[config.mk]
export PLATFORM = sky130hd
export DESIGN_NAME = bus_rr_scheduler
export DESIGN_NICKNAME = d
export VERILOG_FILES = /design/src/rtl/bus_rr_scheduler.sv
export SDC_FILE = /design/constraint.sdc
export NUM_CORES = 1
export LEC_CHECK = 0
export ABC_AREA = 0
export CORE_ASPECT_RATIO = 0.9
export CORE_MARGIN = 3
export CORE_UTILIZATION = 39
export DETAILED_ROUTE_END_ITERATION = 10
export PLACE_DENSITY = 0.85
export SLEW_MARGIN = 20
export SYNTH_ARGS = -nofsm -noshare
export SYNTH_HDL_FRONTEND = slang
export SYNTH_SLANG_ARGS = --single-unit
export TNS_END_PERCENT = 30
[constraint.sdc]
create_clock -name clk -period 1.9 [get_ports clk]
set_input_delay 0.19 -clock clk [delete_from_list [all_inputs] [get_ports clk]]
set_output_delay 0.19 -clock clk [all_outputs]
set_load 0.01 [all_outputs]
[src/rtl/bus_rr_scheduler.sv]
// Round-robin bus scheduler: picks one pending device, pops its head packet
// and forwards it to the addressed device(s) on a shared bus. A packet takes three cycles.
module bus_rr_scheduler #(
  parameter int          drvrs     = 4,
  parameter int          pckg_sz   = 32,
  parameter logic [7:0]  broadcast = 8'hFF
) (
  input  logic                       clk,
  input  logic                       reset,
  input  logic [drvrs-1:0]           pndng,
  input  logic [drvrs*pckg_sz-1:0]   D_pop,
  output logic [drvrs-1:0]           pop,
  output logic [drvrs-1:0]           push,
  output logic [pckg_sz-1:0]         D_push,
  output logic [3:0]                 grant_id,
  output logic                       busy,
  output logic [7:0]                 drop_cnt
);

  typedef enum logic [1:0] {IDLE, POP, PUSH} state_t;

  localparam logic [drvrs-1:0] ONE = {{(drvrs-1){1'b0}}, 1'b1};

  state_t             state;
  logic [pckg_sz-1:0] pkt_reg;
  logic [3:0]         last_grant;
  logic [7:0]         dest_id;
  logic [drvrs-1:0]   push_mask;
  logic [drvrs-1:0]   grant_mask;

  // First requester at or after last+1, wrapping modulo drvrs.
  function automatic logic [3:0] rr_pick(input logic [drvrs-1:0] req,
                                         input logic [3:0]       last);
    logic [3:0]       pick;
    logic             found;
    logic [drvrs-1:0] shifted;
    int               start;
    int               idx;
    pick  = '0;
    found = 1'b0;
    start = (int'(last) + 1) % drvrs;
    for (int k = 0; k < drvrs; k++) begin
      idx     = (start + k) % drvrs;
      shifted = req >> idx;
      if (!found && shifted[0]) begin
        pick  = 4'(idx);
        found = 1'b1;
      end
    end
    return pick;
  endfunction

  function automatic logic [7:0] sat_inc(input logic [7:0] v);
    return (v == 8'hFF) ? v : v + 8'd1;
  endfunction

  // Zero mask means the packet is discarded (self-addressed or unknown ID).
  function automatic logic [drvrs-1:0] dest_mask(input logic [7:0] id,
                                                 input logic [3:0] src);
    logic [drvrs-1:0] m;
    m = '0;
    if (id == broadcast)
      m = ~(ONE << src);
    else if (int'(id) < drvrs && id != {4'd0, src})
      m = ONE << id;
    return m;
  endfunction

  assign dest_id    = pkt_reg[pckg_sz-1 -: 8];
  assign grant_mask = ONE << grant_id;

  always_comb begin
    push_mask = '0;
    push_mask = dest_mask(dest_id, grant_id);
  end

  always_ff @(posedge clk or negedge reset) begin
    if (!reset) begin
      state      <= IDLE;
      pop        <= '0;
      push       <= '0;
      D_push     <= '0;
      grant_id   <= '0;
      busy       <= 1'b0;
      drop_cnt   <= '0;
      pkt_reg    <= '0;
      last_grant <= 4'(drvrs - 1);
    end else begin
      pop  <= '0;
      push <= '0;
      case (state)
        IDLE: begin
          if (|pndng) begin
            grant_id <= rr_pick(pndng, last_grant);
            busy     <= 1'b1;
            state    <= POP;
          end
        end
        // Device may have withdrawn its request since arbitration.
        POP: begin
          if (|(pndng & grant_mask)) begin
            pop     <= grant_mask;
            pkt_reg <= D_pop[grant_id*pckg_sz +: pckg_sz];
            state   <= PUSH;
          end else begin
            busy  <= 1'b0;
            state <= IDLE;
          end
        end
        PUSH: begin
          push       <= push_mask;
          D_push     <= pkt_reg;
          last_grant <= grant_id;
          if (push_mask == '0)
            drop_cnt <= sat_inc(drop_cnt);
          busy  <= 1'b0;
          state <= IDLE;
        end
        default: begin
          busy  <= 1'b0;
          state <= IDLE;
        end
      endcase
    end
  end

endmodule

==> summary.md, run 1 <==
| Metric | Value |
|---|---|
| Row cnt | 35 |
| Final core utilization | 64.39% |
| Leakage power | 2.874 nW |
| Fin nets | 687 |
| Worst slew margin | a little over two fifths |
| TritonCTS Buffers | 9 |
| Gpl congestion | 0.8323 |
| CTS tree | yes |
| Total gr overflow | 0 |
| # clock sinks | 87 |
| Largest net degree at the start of global routing | 42 |
| Crit. End Element | flip-flop |
| Number of distinct library cells after synthesis | 41 |
| Detailed placement HPWL | 9224 µm |
| Crit path largest cell delay | 0.55 ns |
| Layout area overhead | 55.79% |
| Final Hold Viols | 0 |
| Io pins | 187 |
| Main flop type after synthesis | dfrtp_1 |
| Port buffer count | 184 |
| Total GRT Usage | 19.69% |
| Vias in the first global route | around 3,800 |
| RSZ-0062 raised after global routing | true |
| Slowest stage cell, crit path | mux4_2 |
| Antenna violations before repair | 0 |
| Starting DRC count in detailed routing | 144 |
| Post-Syn Instances | 358 |
| Root buf cell | clkbuf_16 |
| First-pass DRT Iterations | 4 |
| Layout cell share with drive strength beyond 1 | around 17% |
| Die area | 12,490 µm² |
| Most frequent cell after synthesis | nand2_1 |
| FFs w/ async S/R, synth | 100.0% |
| CP cell instances | mux4_2, nand3b_1, buf_12, mux2_1 |
| Avg Cell Area, Syn | 12.18 µm² |
| Synth Cell Area | 4362 µm² |
| Core box area | 10,550 µm² |
| CP bufs+invs | 1 |
| Max-cap violations | 0 |
| Share of the clock period used by the worst path | a little over nine tenths |
| WHS | about 0.39 ns |
| Tmin final | 1.850 ns |
| H-Tree Depth | 3 |
| Worst skew pair latency | 0.32 ns |
| Yosys reg bits | 87 |
| Vias per inst | 5.070 |
| DRC viols | 0 |
| Register area share after synthesis | 49.97% |
| Outcome | complete, no violations |
| Post-route cell area | roughly 6800 µm² |
| Max Clock Skew | a little under 0.006 ns |
| ANT cells | 0 |
| Clock edge transition at the registers on the reported setup and hold paths | 0.06 ns |
| Actual slew at the worst max-slew pin | 0.8501 ns |
| Critical path fanouts, max | 24 |
| Power density over cell area | approximately 1400 nW/µm² |
| Worst setup path class | flip-flop to flip-flop |
| Die width | between 100 and 150 µm |
| Synth top area share | roughly half |
| Final ANT Viol Nets | 0 |
| Worst EP required | roughly 2.1 ns |
| Clock tree buffer depth | 2 |
| Initial core utilization | 41.33% |
| Per-cell routed wire length | 17.20 µm |
| Die Span Y | 106.3 µm |
| EDFF count, synth | 0 |
| CP top delay family | multiplexers |
| # setup viols final | 0 |
| First-pass GRT wire length | 19,600 µm |
| Vias | around 3,600 |
| Flop-to-flop setup slack | about 0.050 ns |
| Area leader, netlist | dfrtp_1 |
| Placed Area | 6462 µm² |
| Synth top cells by count | nand2_1 (102), dfrtp_1 (85), mux4_2 (33) |
| Ranking of synthesized cells by area | dfrtp_1 (49%), mux4_2 (17%), nand2_1 (8.8%) |
| Min-delay worst type | input port to async pin |
| F_max | 540.6 MHz |
| Count of pins over their slew limit | 0 |
| Synth warn | 0 |
| Setup crit start kind | flip-flop |
| CP arrival | between 2 and 2.5 ns |
| Setup TNS | 0 ns |
| Peak VDD IR | 598.9 µV |
| WL final | 12,110 µm |
-- cell type report --
class                           instances  area [µm²]
Inverter                                7       26.28
Timing Repair Buffer                  207        2056
Clock inverter                          6       86.33
Clock buffer                            9       225.2
Sequential cell                        87        2182
Tap cell                              148       185.2
Fill cell                             812        3759
Multi-Input combinational cell        240        2034
-- layout by cell type (no fill, tap or decap), types with 3 or more instances in the layout --
cell type,instances
a21oi_1,4
a32oi_1,3
buf_12,3
buf_4,19
clkbuf_16,9
clkdlybuf4s50_1,183
dfrtp_1,83
inv_1,7
mux2_1,24
mux2_2,10
mux2_4,3
mux4_2,33
nand2_1,102
nand2b_1,7
nand3_1,4
nor2_1,10
nor3_1,3
o21ai_0,6
-- cell families (layout without fill, tap and decap cells) --
kind of cell / count (synthesis) / in the layout / synth area share, %
AND/OR/NAND/NOR: 141 / 141 / 14.23
flip-flops: 87 / 87 / 49.97
multiplexers: 71 / 71 / 27.08
buffers and inverters: 32 / 229 / 3.700
AO/OA/AOI/OAI: 21 / 21 / 3.845
XOR/XNOR: 4 / 4 / 0.8034
adder cells (fa/ha/maj): 1 / 1 / 0.2868
other: 1 / 2 / 0.08598
-- layer usage --
layer | share of wire [%] | GRT usage, % | up-vias | routed length [µm]
li1 | - | - | 1644 | -
met1 | 40 | 23.90 | 1771 | 4868
met2 | 52 | 34.94 | 148 | 6315
met3 | 6.6 | 5.266 | 6 | 803
met4 | 0.98 | 5.272 | 0 | 119
met5 | 0 | 0 | - | 0
-- power by group --
group,total (mW),leakage (nW),internal [mW],switching (mW)
Clock,1.82,0.151,1.14,0.680
Sequential,3.28,1.07,2.70,0.583
Combinational,4.56,1.65,2.54,2.02
Total,9.66,2.87,6.38,3.28
-- path summary, 6_finish.rpt --
| kind | from | to | depth (start not counted) |
|---|---|---|---|
| worst max-delay path | grant_id[1]$_DFFE_PN0P_ | pkt_reg[19]$_DFFE_PN0P_ | 4 |
| worst min-delay path | reset | pop[2]$_DFF_PN0_ | 2 |
| worst max register to register | grant_id[1]$_DFFE_PN0P_ | pkt_reg[19]$_DFFE_PN0P_ | 4 |
| worst min register to register | pkt_reg[23]$_DFFE_PN0P_ | D_push[23]$_DFFE_PN0P_ | 2 |
| max in group asynchronous | reset | D_push[27]$_DFFE_PN0P_ | 3 |
| min in group clk | pkt_reg[23]$_DFFE_PN0P_ | D_push[23]$_DFFE_PN0P_ | 2 |
-- per-stage QoR --
| stage | setup WS [ns] | std cells | total power, mW |
|---|---|---|---|
| 2_1_floorplan | -0.005782 | 359 | 5.907 |
| 6_report | 0.05034 | 704 | 9.663 |
| 5_1_grt | -0.01113 | 704 | 10.31 |
| 3_3_place_gp | -0.06199 | 687 | 7.700 |
| 4_1_cts | 0.02123 | 703 | 9.769 |
| 3_5_place_dp | -0.1087 | 687 | 7.892 |
-- what timing repair did --
item / CTS / global route
hold endpoints to repair: 37 / 0
setup buffers: 0 / 1
endpoints found under the setup margin: 0 / 15
gates resized for setup: 0 / 1
hold buffers: 1 / 0
Note: power is estimated with default switching activity, not from simulation.
==> inputs of run 2 (changes only) <==
--- a/config.mk
+++ b/config.mk
@@ -6,11 +6,13 @@
 export NUM_CORES = 1
 export LEC_CHECK = 0
 export ABC_AREA = 0
+export CELL_PAD_IN_SITES_DETAIL_PLACEMENT = 0
+export CELL_PAD_IN_SITES_GLOBAL_PLACEMENT = 1
 export CORE_ASPECT_RATIO = 0.9
 export CORE_MARGIN = 3
-export CORE_UTILIZATION = 39
+export CORE_UTILIZATION = 29
 export DETAILED_ROUTE_END_ITERATION = 10
-export PLACE_DENSITY = 0.85
+export PLACE_DENSITY = 0.83
 export SLEW_MARGIN = 20
 export SYNTH_ARGS = -nofsm -noshare
 export SYNTH_HDL_FRONTEND = slang
==> summary.md, run 2 (synthesis gave the netlist of run 1 again) <==
| Metric | Value |
|---|---|
| Core box area | 14,360 µm² (was 10,550 µm²) |
| CP top delay family | multiplexers (unchanged) |
| Worst setup path class | flip-flop to flip-flop (unchanged) |
| Final ANT Viol Nets | 0 (unchanged) |
| Fin nets | 687 (unchanged) |
| Placed Area | 6526 µm² (was 6462 µm²) |
| RSZ-0062 raised after global routing | true (unchanged) |
| Max-cap violations | 0 (unchanged) |
| Post-route cell area | 6869 µm² (was 6795 µm²) |
| CP bufs+invs | 1 (unchanged) |
| Clock edge transition at the registers on the reported setup and hold paths | 0.06 ns (about the same) |
| Slowest stage cell, crit path | mux4_2 (unchanged) |
| Min-delay worst type | input port to async pin (unchanged) |
| Largest net degree at the start of global routing | 44 (was 42) |
| Power, Total | 9.689 mW (was 9.663 mW) |
| Die area | 16,550 µm² (was 12,490 µm²) |
| Detailed placement HPWL | 9797 µm (was 9224 µm) |
| Crit path largest cell delay | 0.54 ns (was 0.55 ns) |
| Count of pins over their slew limit | 0 (unchanged) |
| Io pins | 187 (unchanged) |
| First-pass DRT Iterations | 4 (unchanged) |
| Worst slack at placement | -0.1276 ns (was -0.1087 ns) |
| Commonest non-fill, non-tap cells in the layout | clkdlybuf4s50_1 (182), nand2_1 (102), dfrtp_1 (83) (was clkdlybuf4s50_1 (183), nand2_1 (102), dfrtp_1 (83)) |
| Vias | 3,461 (was 3,569) |
| Setup TNS | 0 ns (unchanged) |
| Final Hold Viols | 0 (unchanged) |
| Port buffer count | 184 (unchanged) |
| Initial core utilization | 30.37% (was 41.33%) |
| Leakage power | 2.885 nW (was 2.874 nW) |
| Setup crit start kind | flip-flop (unchanged) |
| Layout cell share with drive strength beyond 1 | 17.27% (was 17.45%) |
| Total GRT Usage | 15.04% (was 19.69%) |
| Crit. End Element | flip-flop (unchanged) |
| Total gr overflow | 0 (unchanged) |
| Gpl congestion | 0.8058 (was 0.8323) |
| Placed cells | 733 (was 687) |
| Tmin final | 1.869 ns (was 1.850 ns) |
| Outcome | complete, no violations (unchanged) |
| ANT cells | 0 (unchanged) |
| F_max | 535.0 MHz (was 540.6 MHz) |
| Die width | 135.3 µm (was 117.5 µm) |
| # setup viols final | 0 (unchanged) |
| Starting DRC count in detailed routing | 147 (was 144) |
| Power density over cell area | 1411 nW/µm² (was 1422 nW/µm²) |
| Worst skew pair latency | 0.33 ns (was 0.32 ns) |
| Clock tree buffer depth | 2 (unchanged) |
| Peak VDD IR | 606.5 µV (was 598.9 µV) |
| Antenna violations before repair | 0 (unchanged) |
| Worst EP required | 2.11 ns (was 2.10 ns) |
| Post-Layout Cell Count | 749 (was 704) |
| CP arrival | 2.08 ns (was 2.05 ns) |
| H-Tree Depth | 3 (unchanged) |
| TritonCTS Buffers | 9 (unchanged) |
| WL final | 12,340 µm (was 12,110 µm) |
| CTS tree | yes (unchanged) |
| Critical path fanouts, max | 13 (was 24) |
| Root buf cell | clkbuf_16 (unchanged) |
| First-pass GRT wire length | 19,400 µm (was 19,600 µm) |
| CP cell instances | mux4_2, nand3b_1, buf_4, mux2_2 (was mux4_2, nand3b_1, buf_12, mux2_1) |
| Layout area overhead | 57.49% (was 55.79%) |
| Per-cell routed wire length | 16.48 µm (was 17.20 µm) |
| Most common cell after layout, fill and taps aside | clkdlybuf4s50_1 (unchanged) |
| Row cnt | 41 (was 35) |
| Vias per inst | 4.621 (was 5.070) |
| Max Clock Skew | 0.004955 ns (was 0.005782 ns) |
| WHS | 0.3399 ns (was 0.3883 ns) |
| Final WS setup | 0.03081 ns (was 0.05034 ns) |
| Post-CTS Setup Bufs | 0 (unchanged) |
| Share of the clock period used by the worst path | 98.38% (was 97.35%) |
| Vias in the first global route | 3,765 (was 3,844) |
| DRC viols | 0 (unchanged) |
| # clock sinks | 87 (unchanged) |
| Final core utilization | 47.82% (was 64.39%) |
| Die Span Y | 122.3 µm (was 106.3 µm) |
## run 2: cell count changes in the layout (fill, tap and decap cells not counted), sizes merged
cell	delta
clkinvlp	-1
clkdlybuf4s50	-1
clkbuf	+2
dlymetal6s2s	+1
clkinv	-1
## run 2: repair_timing
action,in CTS,in global routing
hold buffers,1,0
gates cloned,0,0
endpoints found under the setup margin,1,27
resized for setup,2,3
hold endpoints to repair,28,0
## run 2: final cells by class
type,instances,area [µm²]
fillers,1278,7495
flip-flops and latches,87,2182
multi-input cells,240,2041
clock inverters,4,70.07
inverters,7,26.28
repair buffers,207,2066
well taps,193,241.5
clock buffers,11,242.7
## run 2: report_power, final
| group | switching (mW) | total [mW] | leakage [nW] | internal (mW) |
|---|---|---|---|---|
| Clock | 0.669 | 1.84 | 0.155 | 1.18 |
| Combinational | 1.99 | 4.57 | 1.66 | 2.57 |
| Sequential | 0.580 | 3.28 | 1.07 | 2.70 |
## run 2: per-layer routing
metal	share of wire, %	GRT usage [%]	vias to the layer above
met5	0	0	-
met4	2.4	5.668	0
met2	52	26.00	118
li1	-	-	1640
met3	6.4	4.754	21
met1	39	17.57	1682
## run 2: worst paths after layout
| kind | from | endpoint | slack (ns) | cells past startpoint |
|---|---|---|---|---|
| worst max-delay path | grant_id[1]$_DFFE_PN0P_ | pkt_reg[28]$_DFFE_PN0P_ | 0.03 | 4 |
| max in group asynchronous | reset | grant_id[0]$_DFFE_PN0P_ | 0.98 | 3 |
| min in group clk | pkt_reg[11]$_DFFE_PN0P_ | D_push[11]$_DFFE_PN0P_ | 0.46 | 2 |
| worst min-delay path | reset | D_push[1]$_DFFE_PN0P_ | 0.34 | 2 |
| worst max register to register | grant_id[1]$_DFFE_PN0P_ | pkt_reg[28]$_DFFE_PN0P_ | 0.03 | 4 |
| worst min register to register | pkt_reg[11]$_DFFE_PN0P_ | D_push[11]$_DFFE_PN0P_ | 0.46 | 2 |
## run 2: worst reg2reg max path: stages, from the launching register on
cell	delay (ns)
dfrtp_2	0.43
mux4_2	0.54
nand3b_1	0.17
buf_4	0.25
mux2_2	0.36
==> inputs of run 3 (changes only) <==
--- a/config.mk
+++ b/config.mk
@@ -12,6 +12,7 @@
 export CORE_MARGIN = 3
 export CORE_UTILIZATION = 29
 export DETAILED_ROUTE_END_ITERATION = 10
+export HOLD_SLACK_MARGIN = 0.03
 export PLACE_DENSITY = 0.83
 export SLEW_MARGIN = 20
 export SYNTH_ARGS = -nofsm -noshare
==> results of run 3 <==
The final DEF is identical to that of run 2; final timing and power are the same.
